<file path="src/rtl/md_sequencer.sv">
// Multiply/divide-aware instruction sequencer: issues single-cycle ALU/shift/HI-LO moves
// and steps MULTU/DIVU through LOAD, ITER iterate cycles and a HI/LO write.
module md_sequencer #(
    parameter int unsigned ITER = 32
) (
    input  logic       clk,
    input  logic       rst,
    input  logic       req_valid,
    input  logic [5:0] req_funct,
    output logic       req_ready,
    output logic [5:0] op_out,
    output logic [1:0] out_sel,
    output logic       md_load,
    output logic       mul_en,
    output logic       div_en,
    output logic       hilo_we,
    output logic [5:0] iter_cnt,
    output logic       busy,
    output logic       done,
    output logic       illegal
);

    localparam logic [5:0] FnAnd   = 6'h24;
    localparam logic [5:0] FnOr    = 6'h25;
    localparam logic [5:0] FnAdd   = 6'h20;
    localparam logic [5:0] FnSub   = 6'h22;
    localparam logic [5:0] FnSlt   = 6'h2A;
    localparam logic [5:0] FnSrl   = 6'h02;
    localparam logic [5:0] FnMfhi  = 6'h10;
    localparam logic [5:0] FnMflo  = 6'h12;
    localparam logic [5:0] FnMultu = 6'h19;
    localparam logic [5:0] FnDivu  = 6'h1B;

    localparam logic [5:0] IterLast = 6'(ITER - 1);

    typedef enum logic [1:0] {StIdle, StLoad, StRun, StWrite} state_e;

    state_e     state_q, state_d;
    logic [5:0] op_q, op_d;
    logic [1:0] sel_q, sel_d;
    logic [5:0] iter_q, iter_d;
    logic       md_load_q, md_load_d;
    logic       mul_en_q, mul_en_d;
    logic       div_en_q, div_en_d;
    logic       hilo_we_q, hilo_we_d;
    logic       busy_q, busy_d;
    logic       done_q, done_d;
    logic       illegal_q, illegal_d;

    logic       is_single, is_md, accept;
    logic [1:0] sel_dec;

    always_comb begin
        is_single = 1'b1;
        is_md     = 1'b0;
        sel_dec   = 2'b00;
        case (req_funct)
            FnAnd, FnOr, FnAdd, FnSub, FnSlt: sel_dec = 2'b00;
            FnSrl:                            sel_dec = 2'b01;
            FnMfhi:                           sel_dec = 2'b10;
            FnMflo:                           sel_dec = 2'b11;
            FnMultu, FnDivu: begin
                is_single = 1'b0;
                is_md     = 1'b1;
            end
            default:                          is_single = 1'b0;
        endcase
    end

    // The edge that ends WRITE may also take the next request.
    assign accept = req_valid && (state_q == StIdle || state_q == StWrite);

    always_comb begin
        state_d   = state_q;
        op_d      = op_q;
        sel_d     = sel_q;
        iter_d    = iter_q;
        busy_d    = busy_q;
        md_load_d = 1'b0;
        mul_en_d  = 1'b0;
        div_en_d  = 1'b0;
        hilo_we_d = 1'b0;
        done_d    = 1'b0;
        illegal_d = 1'b0;

        case (state_q)
            StLoad: begin
                state_d  = StRun;
                iter_d   = 6'd0;
                mul_en_d = (op_q == FnMultu);
                div_en_d = (op_q == FnDivu);
            end
            StRun: begin
                if (iter_q == IterLast) begin
                    state_d   = StWrite;
                    iter_d    = 6'd0;
                    hilo_we_d = 1'b1;
                    done_d    = 1'b1;
                end else begin
                    iter_d   = iter_q + 6'd1;
                    mul_en_d = mul_en_q;
                    div_en_d = div_en_q;
                end
            end
            StWrite: begin
                state_d = StIdle;
                busy_d  = 1'b0;
                iter_d  = 6'd0;
            end
            default: ;
        endcase

        if (accept) begin
            if (is_single) begin
                op_d   = req_funct;
                sel_d  = sel_dec;
                done_d = 1'b1;
            end else if (is_md) begin
                op_d      = req_funct;
                state_d   = StLoad;
                md_load_d = 1'b1;
                busy_d    = 1'b1;
                iter_d    = 6'd0;
            end else begin
                illegal_d = 1'b1;
            end
        end
    end

    always_ff @(posedge clk or posedge rst) begin
        if (rst) begin
            state_q   <= StIdle;
            op_q      <= 6'd0;
            sel_q     <= 2'b00;
            iter_q    <= 6'd0;
            md_load_q <= 1'b0;
            mul_en_q  <= 1'b0;
            div_en_q  <= 1'b0;
            hilo_we_q <= 1'b0;
            busy_q    <= 1'b0;
            done_q    <= 1'b0;
            illegal_q <= 1'b0;
        end else begin
            state_q   <= state_d;
            op_q      <= op_d;
            sel_q     <= sel_d;
            iter_q    <= iter_d;
            md_load_q <= md_load_d;
            mul_en_q  <= mul_en_d;
            div_en_q  <= div_en_d;
            hilo_we_q <= hilo_we_d;
            busy_q    <= busy_d;
            done_q    <= done_d;
            illegal_q <= illegal_d;
        end
    end

    assign req_ready = (state_q == StIdle);
    assign op_out    = op_q;
    assign out_sel   = sel_q;
    assign iter_cnt  = iter_q;
    assign md_load   = md_load_q;
    assign mul_en    = mul_en_q;
    assign div_en    = div_en_q;
    assign hilo_we   = hilo_we_q;
    assign busy      = busy_q;
    assign done      = done_q;
    assign illegal   = illegal_q;

endmodule

</file>
<file path="config.mk">
export PLATFORM = sky130hd
export DESIGN_NAME = md_sequencer
export DESIGN_NICKNAME = d
export VERILOG_FILES = /design/src/rtl/md_sequencer.sv
export SDC_FILE = /design/constraint.sdc
export NUM_CORES = 1
export LEC_CHECK = 0
export ABC_CLOCK_PERIOD_IN_PS = 4200
export CAP_MARGIN = 40
export CELL_PAD_IN_SITES_DETAIL_PLACEMENT = 0
export CELL_PAD_IN_SITES_GLOBAL_PLACEMENT = 1
export CORE_MARGIN = 4
export CORE_UTILIZATION = 30
export CTS_BUF_LIST = sky130_fd_sc_hd__clkbuf_4 sky130_fd_sc_hd__clkbuf_8
export CTS_CLUSTER_SIZE = 40
export DETAILED_ROUTE_END_ITERATION = 16
export PLACE_DENSITY_LB_ADDON = 0.1
export SYNTH_ARGS = -nofsm -noshare
export SYNTH_HDL_FRONTEND = slang
export SYNTH_SLANG_ARGS = --single-unit
</file>
<file path="constraint.sdc">
create_clock -name clk -period 4.2 [get_ports clk]
set_input_delay 0.63 -clock clk [delete_from_list [all_inputs] [get_ports clk]]
set_output_delay 0.63 -clock clk [all_outputs]
set_load 0.01 [all_outputs]
</file>
; Yosys cells after proc, flatten, opt, wreduce, memory -nomap -nowiden
; Cells that the tools add are included.
[totals]
regBits = 23
[classes]
muxes = 32
add_sub_neg = 1
n_reduce_logical = 9
eq_ne = 17
[ops]
columns = operator, n
row1 = 6-bit by 5-bit == test with 1-bit output (second input constant), 7
row2 = 6-bit 2-to-1 mux, 6
row3 = 6-bit == test (second input constant), 5
row4 = 1-bit 2-to-1 mux, 17
row5 = 2-bit one-hot mux with 3 select lines, 2
row6 = 6-bit one-hot mux with 2 select lines, 1
row7 = 2-bit 2-to-1 mux, 4
row8 = 8-bit OR reduction, 1
row9 = 6-bit by 1-bit adder with 6-bit output (second input constant), 1
row10 = 6-bit by 2-bit == test with 1-bit output (second input constant), 1
row11 = 2-bit == test (second input constant), 2
row12 = 1-bit one-hot mux with 2 select lines, 2
row13 = 2-bit AND reduction, 2
row14 = 2-bit OR reduction, 2
row15 = 2-bit by 1-bit == test with 1-bit output (second input constant), 1
row16 = 2-bit logical NOT, 1
row17 = 2-bit inequality test (second input constant), 1
row18 = 2-bit nonzero test, 1
row19 = 1-bit logical AND, 1
row20 = 1-bit logical OR, 1

; Logic depth before layout (Yosys ltp)
; Gate-level depths: netlist of run 1.
[depth]
ltp_word = 6
mapped_depth = 7
mapped_depth_nobuf = 6

; Worst setup path before layout of run 1
; OpenSTA, ideal clock, no wires.
[synth_timing]
path_kind = input to register
start = in req_funct[3]
end = reg op_q[1], in the netlist op_out[1]
slack_ps = 2248
n_path_buf = 1
stages = 4
required_ps = 4121
setup_ps = 79
arrival_time_ps = 1873
cell_sequence = buf_2 -> or4_1 -> a211oi_4 -> mux2i_1
[synth_between]
elab_chain_len = 5
word_cells_on_any_way = 17
cone_classes = 10 x eq/ne / 3 x mux / 4 x reduce/logical
[synth_lines]
columns = element, line_no
row1 = start: declaration, 9  ; input logic [5:0] req_funct,
row2 = 6-bit by 5-bit == test with 1-bit output (tied with other cells), 57  ; case (req_funct)
row3 = 8-bit OR reduction (no line) / 2-bit OR reduction (equally long branches), --
row4 = 1-bit 2-to-1 mux, 57
row5 = 2-bit nonzero test (no line), --
row6 = 2-bit AND reduction (no line), --
row7 = end signal: assignment, 145  ; op_q <= op_d;
row8 = end: declaration, 39  ; logic [5:0] op_q, op_d;
; Several ways; a longest one is shown, not always the timed one.
; A chain may end at the register's enable or synchronous reset.

; Worst setup path in the final report of run 1
[layout_timing]
start = reg state_q[0]
end = out req_ready
[layout_between]
elab_chain_len = 1
[layout_lines]
columns = element, line_no
row1 = start: declaration, 38  ; state_e state_q, state_d;
row2 = start signal: assignment, 132  ; state_q <= StIdle;
row3 = start signal: assignment, 144  ; state_q <= state_d;
row4 = 2-bit logical NOT, 158  ; assign req_ready = (state_q == StIdle);
row5 = end: declaration, 10  ; output logic req_ready,
; Every way passes these cells.

==> impl_metrics.py, run 1 <==
metrics = {
    "setup_path": {
        "path_buf_inv": 2,
        "crit-reg2reg-launch": "state_q[0]$_DFF_PP0_",
        "critical_path_peak_fanout": 13,
        "crit_path_max_incr_delay_ps": 620,
        "worst_path_dominant_cell_family": "buffers and inverters",
        "timing.critical_path.cells": "inv_1 -> ha_1 -> clkdlybuf4s50_1",
        "startpoint_type": "flop",
        "critical_path.reg2reg.endpoint": "op_out[2]$_DFFE_PP0P_",
        "r2r_slack_ps": 2050,
        "cp_data_arrival_time_ps": 1820,
        "critical_path.endpoint_type": "primary output",
        "criticalPathCategory": "flop to primary output",
        "reg2regPathDepth": 6,
        "worst_ep_required_time_ps": 3570,
        "critical-path-slowest-cell": "sky130_fd_sc_hd__clkdlybuf4s50_1",
    },
    "place": {
        "pre_cts_slack_ps": 1672,
        "post-dp-hpwl_um": 2252,
        "globalplace.congestion": 0.8089,
        "place.port_buffers": 30,
        "placement.cell_area_um2": 1663,
    },
    "timing": {
        "number_of_endpoints_with_negative_hold_slack_in_the_final_report": 0,
        "final_critical_path_setup_slack_ps": 1746,
        "period_minus_slack_ps": 2454,
        "timing.clock.skew_ps": 1.435,
        "report.final.setup_viol": 0,
        "finalCritPeriodShare": 0.5843,
        "worst_pin_slew_ps": 464.4,
        "rsz0062_at_grt": "no",
        "setup_total_negative_slack_ps": 0,
        "achievable-frequency_mhz": 407.5,
        "max-slew-margin-rel": 0.6904,
        "final-max-slew-violation-count": 0,
    },
    "power_and_ir_drop": {
        "internal-power_w": 0.0004798,
        "cellLeakagePower_nw": 0.7374,
        "vdd.ir_drop.worst_mv": 0.2004,
        "power_density_nw_per_um2": 422.7,
        "clkPwrFrac": 0.201,
        "power.share.sequential": 0.410,
        "switching_share": 0.3367,
        "switchingPower_w": 0.0002436,
        "pwr-share-comb": 0.390,
    },
    "floorplanning": {
        "core_region_area_um2": 4115,
        "floorplan.io_pins": 31,
        "fp.dieW_um": 74.02,
        "core.rowCount": 23,
        "initial_core_utilization": 0.3177,
        "floorplan.die_area_um2": 5478,
        "die_h_um": 74.02,
    },
    "global_routing": {
        "grt_use_met3": 0.02703,
        "grt_overflow": 0,
        "busiest_layer": "met2",
        "via_count_of_the_first_global_routing_pass": 1039,
        "grt_start_max_net_pins": 21,
        "globalRouteMet1Util": 0.1674,
        "groute.layer.met2.usage": 0.1781,
        "antenna_found_initial": 0,
        "grt_first_pass_wirelength_um": 4981,
        "grt_usage": 0.1187,
    },
    "layout": {
        "layout_common_cells": "sky130_fd_sc_hd__clkdlybuf4s50_1 (30), sky130_fd_sc_hd__dfrtp_1 (23), sky130_fd_sc_hd__inv_1 (12), sky130_fd_sc_hd__nand2_1 (12)",
        "final_net_count": 175,
        "layout.area.seq_um2": 575.6,
        "antenna_cells_inserted": 0,
        "drive_above_1_share": 0.1063,
        "multi_input_comb_area_um2": 646.9,
        "stdcell_area_um2": 1712,
        "area.growth.synth_to_final_pct": 30.91,
        "fill_count": 417,
        "mostFrequentLayoutCell": "sky130_fd_sc_hd__clkdlybuf4s50_1",
    },
    "clock_tree": {
        "tritoncts": "done",
        "skew_pair_late_insertion_delay_ps": 260,
        "ctsHtreeMaxLevel": 1,
        "numCtsBuffers": 3,
        "cts.repair.resized": 0,
        "post-cts-setup-buffers": 0,
        "cts.path.max_buffers": 2,
        "clkTransAtPathRegs_ps": 80,
        "clkSinkCount": 23,
        "cts.root.buffer_cell": "sky130_fd_sc_hd__clkbuf_8",
        "cts_hold_buffers": 0,
    },
    "worst_hold_path": {
        "worstHoldPathType": "flop to flop",
        "min-delay-start": "div_en$_DFFE_PP0P_",
        "end_point_of_the_most_critical_hold_path": "div_en$_DFFE_PP0P_",
        "hold-path-cell-count": 1,
    },
    "yosys": {
        "ys_async_sr_fraction": 1.000,
        "post_synth_net_total": 144,
        "synth_seq_area_share": 0.4402,
        "synth.ff_latch_count": 23,
        "mappedNetlistArea_um2": 1308,
        "synth-warning-count": 0,
        "synthFlopType": "sky130_fd_sc_hd__dfrtp_1",
        "netlist_instances": 130,
        "post_synth.cell_area_avg_um2": 10.06,
        "synth_enable_flop_cells": 0,
        "yosysUniqueCellTypes": 48,
    },
    "route": {
        "post_drt_via_cell_ratio": 5.014,
        "dr.pass1.iters": 3,
        "drt_iter0_drc": 22,
        "postRouteAntennaNets": 0,
        "wire_per_inst_um": 14.25,
        "drc_viols": 0,
        "routed-via-count": 1053,
        "finalWirelength_um": 2992,
    },
    "flow_run": {
        "max_cap_violations": 0,
    },
    "status": {
        "outcome": "completed",
    },
}
layer usage:
metal	up-vias	share of wire
met4	0	0.015
met2	21	0.46
li1	519	-
met3	5	0.039
met5	-	0
met1	508	0.49
worst max path at each step:
stage,start,to,slack [ps],cells after the start
after CTS,state_q[0]$_DFF_PP0_,req_ready,1730,3
final,state_q[0]$_DFF_PP0_,req_ready,1750,3
after global placement,req_funct[4],op_out[4]$_DFFE_PP0P_,1680,5
after detailed placement,req_funct[4],op_out[1]$_DFFE_PP0P_,1670,5
after floorplan,req_funct[3],op_out[1]$_DFFE_PP0P_,2250,4
after global routing,state_q[0]$_DFF_PP0_,req_ready,1610,3
through the flow:
stage               hold slack, ps  power [W]    util  std cells
floorplan                    524.1  0.0004683       -        130
global placement             495.8  0.0005818  0.3974        205
detailed placement           498.9  0.0005868  0.4041        206
CTS                          518.3  0.0007379  0.4159        210
global route                 529.0  0.0007761  0.4159        210
finish                       513.6  0.0007235  0.4159        210
registers in the layout (all words and copies together), names as in the netlist:
name,cells
div_en,1
state_q,2
iter_cnt,6
out_sel,2
md_load,1
busy,1
hilo_we,1
mul_en,1
op_out,6
illegal,1
done,1
synthesized netlist by cell type, drive strengths merged (3+ instances only):
cell,number,area [um2]
or3,4,35.03
nor2,5,18.77
mux2i,6,60.06
nand2,12,45.04
buf,3,27.52
nor2b,3,28.78
dfrtp,23,575.6
ha,5,62.56
inv,12,45.04
nand3,4,20.02
o21ai,4,20.01
or3b,3,26.28
a21oi,7,38.79
nor3,6,35.03
nand2b,4,25.02
power groups by stage:
stage / sequential, W / combinational [W] / clock, W
global route: 0.000304 / 0.000313 / 0.000159
global placement: 0.000299 / 0.000283 / 0
finish: 0.000296 / 0.000282 / 0.000145
floorplan: 0.000312 / 0.000157 / 0
CTS: 0.000297 / 0.000288 / 0.000153
detailed placement: 0.000301 / 0.000286 / 0
cell families (layout without fill, tap and decap cells):
| logic type | Yosys count | count (layout) | share of synthesized area |
|---|---|---|---|
| multiplexers | 7 | 7 | 0.05455 |
| XOR/XNOR | 1 | 1 | 0.006700 |
| AND/OR/NAND/NOR | 56 | 56 | 0.2775 |
| buffers and inverters | 18 | 48 | 0.06506 |
| flip-flops | 23 | 23 | 0.4402 |
| adder cells (fa/ha/maj) | 5 | 5 | 0.04785 |
| AO/OA/AOI/OAI | 20 | 20 | 0.1081 |
layout make-up:
type | count | share of cell area
Clock buffer | 4 | 0.02851
Inverter | 13 | 0.02924
Multi-Input combinational cell | 89 | 0.3779
Sequential cell | 23 | 0.3363
Tap cell | 50 | 0.03655
Timing Repair Buffer | 31 | 0.1915
Note: power is estimated with default switching activity, not from simulation.
==> run 2, diff against run 1 <==
--- a/config.mk
+++ b/config.mk
@@ -5,7 +5,7 @@
 export SDC_FILE = /design/constraint.sdc
 export NUM_CORES = 1
 export LEC_CHECK = 0
-export ABC_CLOCK_PERIOD_IN_PS = 4200
+export ABC_CLOCK_PERIOD_IN_PS = 2100
 export CAP_MARGIN = 40
 export CELL_PAD_IN_SITES_DETAIL_PLACEMENT = 0
 export CELL_PAD_IN_SITES_GLOBAL_PLACEMENT = 1
==> constraint.sdc (replaced) <==
create_clock -name clk -period 2.1 [get_ports clk]
set_input_delay 0.315 -clock clk [delete_from_list [all_inputs] [get_ports clk]]
set_output_delay 0.315 -clock clk [all_outputs]
set_load 0.01 [all_outputs]
==> impl_metrics.py, run 2 (synthesis gave the netlist of run 1 again) <==
metrics = {
    "timing": {
        "final-max-slew-violation-count": 0,
        "rsz0062_at_grt": "no",
        "finalCritPeriodShare": 0.9188,
        "timing.clock.skew_ps": 4.156,
        "period_minus_slack_ps": 1929,
        "report.final.setup_viol": 0,
        "worst_pin_slew_ps": 450.2,
        "achievable-frequency_mhz": 518.3,
        "final_critical_path_setup_slack_ps": 170.5,
        "number_of_endpoints_with_negative_hold_slack_in_the_final_report": 0,
        "max-slew-margin-rel": 0.6978,
    },
    "global_routing": {
        "via_count_of_the_first_global_routing_pass": 1104,
        "grt_overflow": 0,
        "grt_first_pass_wirelength_um": 5306,
        "grt_usage": 0.1276,
        "grt_start_max_net_pins": 24,
        "antenna_found_initial": 0,
    },
    "layout": {
        "final_net_count": 188,
        "antenna_cells_inserted": 0,
        "layout_common_cells": "sky130_fd_sc_hd__clkdlybuf4s50_1 (30), sky130_fd_sc_hd__dfrtp_1 (23), sky130_fd_sc_hd__buf_4 (14)",
        "fill_count": 409,
        "mostFrequentLayoutCell": "sky130_fd_sc_hd__clkdlybuf4s50_1",
        "finish.utilization": 0.4348,
        "area.growth.synth_to_final_pct": 36.84,
        "drive_above_1_share": 0.1734,
    },
    "flow_run": {
        "max_cap_violations": 0,
    },
    "place": {
        "place.port_buffers": 30,
        "pre_cts_slack_ps": -102.5,
        "post-dp-hpwl_um": 2406,
        "globalplace.congestion": 0.8116,
    },
    "clock_tree": {
        "tritoncts": "done",
        "ctsHtreeMaxLevel": 1,
        "cts_hold_buffers": 0,
        "clkSinkCount": 23,
        "cts.path.max_buffers": 2,
        "post-cts-setup-buffers": 0,
        "cts.repair.resized": 0,
        "numCtsBuffers": 3,
        "skew_pair_late_insertion_delay_ps": 260,
        "clkTransAtPathRegs_ps": 80,
        "cts.root.buffer_cell": "sky130_fd_sc_hd__clkbuf_8",
    },
    "power_and_ir_drop": {
        "vdd.ir_drop.worst_mv": 0.2682,
        "cellLeakagePower_nw": 0.7903,
        "power_density_nw_per_um2": 830.2,
    },
    "setup_path": {
        "critical_path.endpoint_type": "flop",
        "critical_path_peak_fanout": 6,
        "r2r_slack_ps": 220,
        "crit-reg2reg-launch": "state_q[0]$_DFF_PP0_",
        "startpoint_type": "input pin",
        "criticalPathCategory": "input pin to flop",
        "worst_ep_required_time_ps": 2290,
        "reg2regPathDepth": 6,
        "critical_path.reg2reg.endpoint": "op_out[2]$_DFFE_PP0P_",
        "cp_data_arrival_time_ps": 2120,
    },
    "floorplanning": {
        "die_h_um": 74.02,
        "fp.dieW_um": 74.02,
        "floorplan.io_pins": 31,
        "floorplan.die_area_um2": 5478,
        "core_region_area_um2": 4115,
        "initial_core_utilization": 0.3177,
        "core.rowCount": 23,
    },
    "worst_hold_path": {
        "worstHoldPathType": "input pin to asynchronous set/reset pin",
    },
    "route": {
        "post_drt_via_cell_ratio": 4.960,
        "finalWirelength_um": 3165,
        "dr.pass1.iters": 4,
        "drc_viols": 0,
        "drt_iter0_drc": 30,
        "postRouteAntennaNets": 0,
        "routed-via-count": 1106,
        "wire_per_inst_um": 14.19,
    },
    "status": {
        "outcome": "completed",
    },
}
[run 2: layout make-up]
cell class	count	area, um2	share of cell area
flip-flops and latches	23	575.6	0.3217
clock buffers	4	48.80	0.02727
multi-input cells	89	646.9	0.3615
inverters	13	50.05	0.02797
well taps	50	62.56	0.03496
repair buffers	44	405.4	0.2266
[run 2: stage by stage]
step                hold WS (ps)  cell area, um2  power [W]  instances  setup TNS [ps]
finish                     392.7            1789   0.001485        223               0
CTS                        407.0            1789   0.001512        223               0
global placement           499.2            1740   0.001197        219          -190.4
global route               439.6            1789   0.001585        223               0
floorplan                  316.9            1308  0.0009366        130               0
detailed placement         503.3            1740   0.001213        219          -399.3
[run 2: worst max path at each step]
stage	from	end	depth (start not counted)	slack, ps
after floorplan	state_q[0]$_DFF_PP0_	op_out[2]$_DFFE_PP0P_	7	220
after global placement	req_funct[5]	out_sel[0]$_DFFE_PP0P_	5	-60
after detailed placement	req_funct[5]	out_sel[0]$_DFFE_PP0P_	5	-100
after CTS	req_funct[5]	out_sel[0]$_DFFE_PP0P_	5	160
after global routing	req_funct[5]	out_sel[1]$_DFFE_PP0P_	5	70
final	req_funct[5]	out_sel[1]$_DFFE_PP0P_	5	170
[run 2: worst max-delay path, cell delays in order]
cell and delay, ps:
sky130_fd_sc_hd__clkdlybuf4s50_1 560, sky130_fd_sc_hd__or3b_1 430, sky130_fd_sc_hd__or3_4 370, sky130_fd_sc_hd__a21oi_2 240, sky130_fd_sc_hd__mux2i_1 200
[run 2: power breakdown]
part / switching, W / internal, W / leakage, nW
Sequential: 0.0000686 / 0.000524 / 0.299
Combinational: 0.000292 / 0.000313 / 0.465
Clock: 0.000139 / 0.000148 / 0.0262
[run 2: metal layers]
metal	routed length [um]	GRT usage	up-vias
met5	0	0	-
li1	-	-	542
met1	1570	0.1788	534
met2	1413	0.1870	26
met4	44	0.04225	0
met3	136	0.03919	4
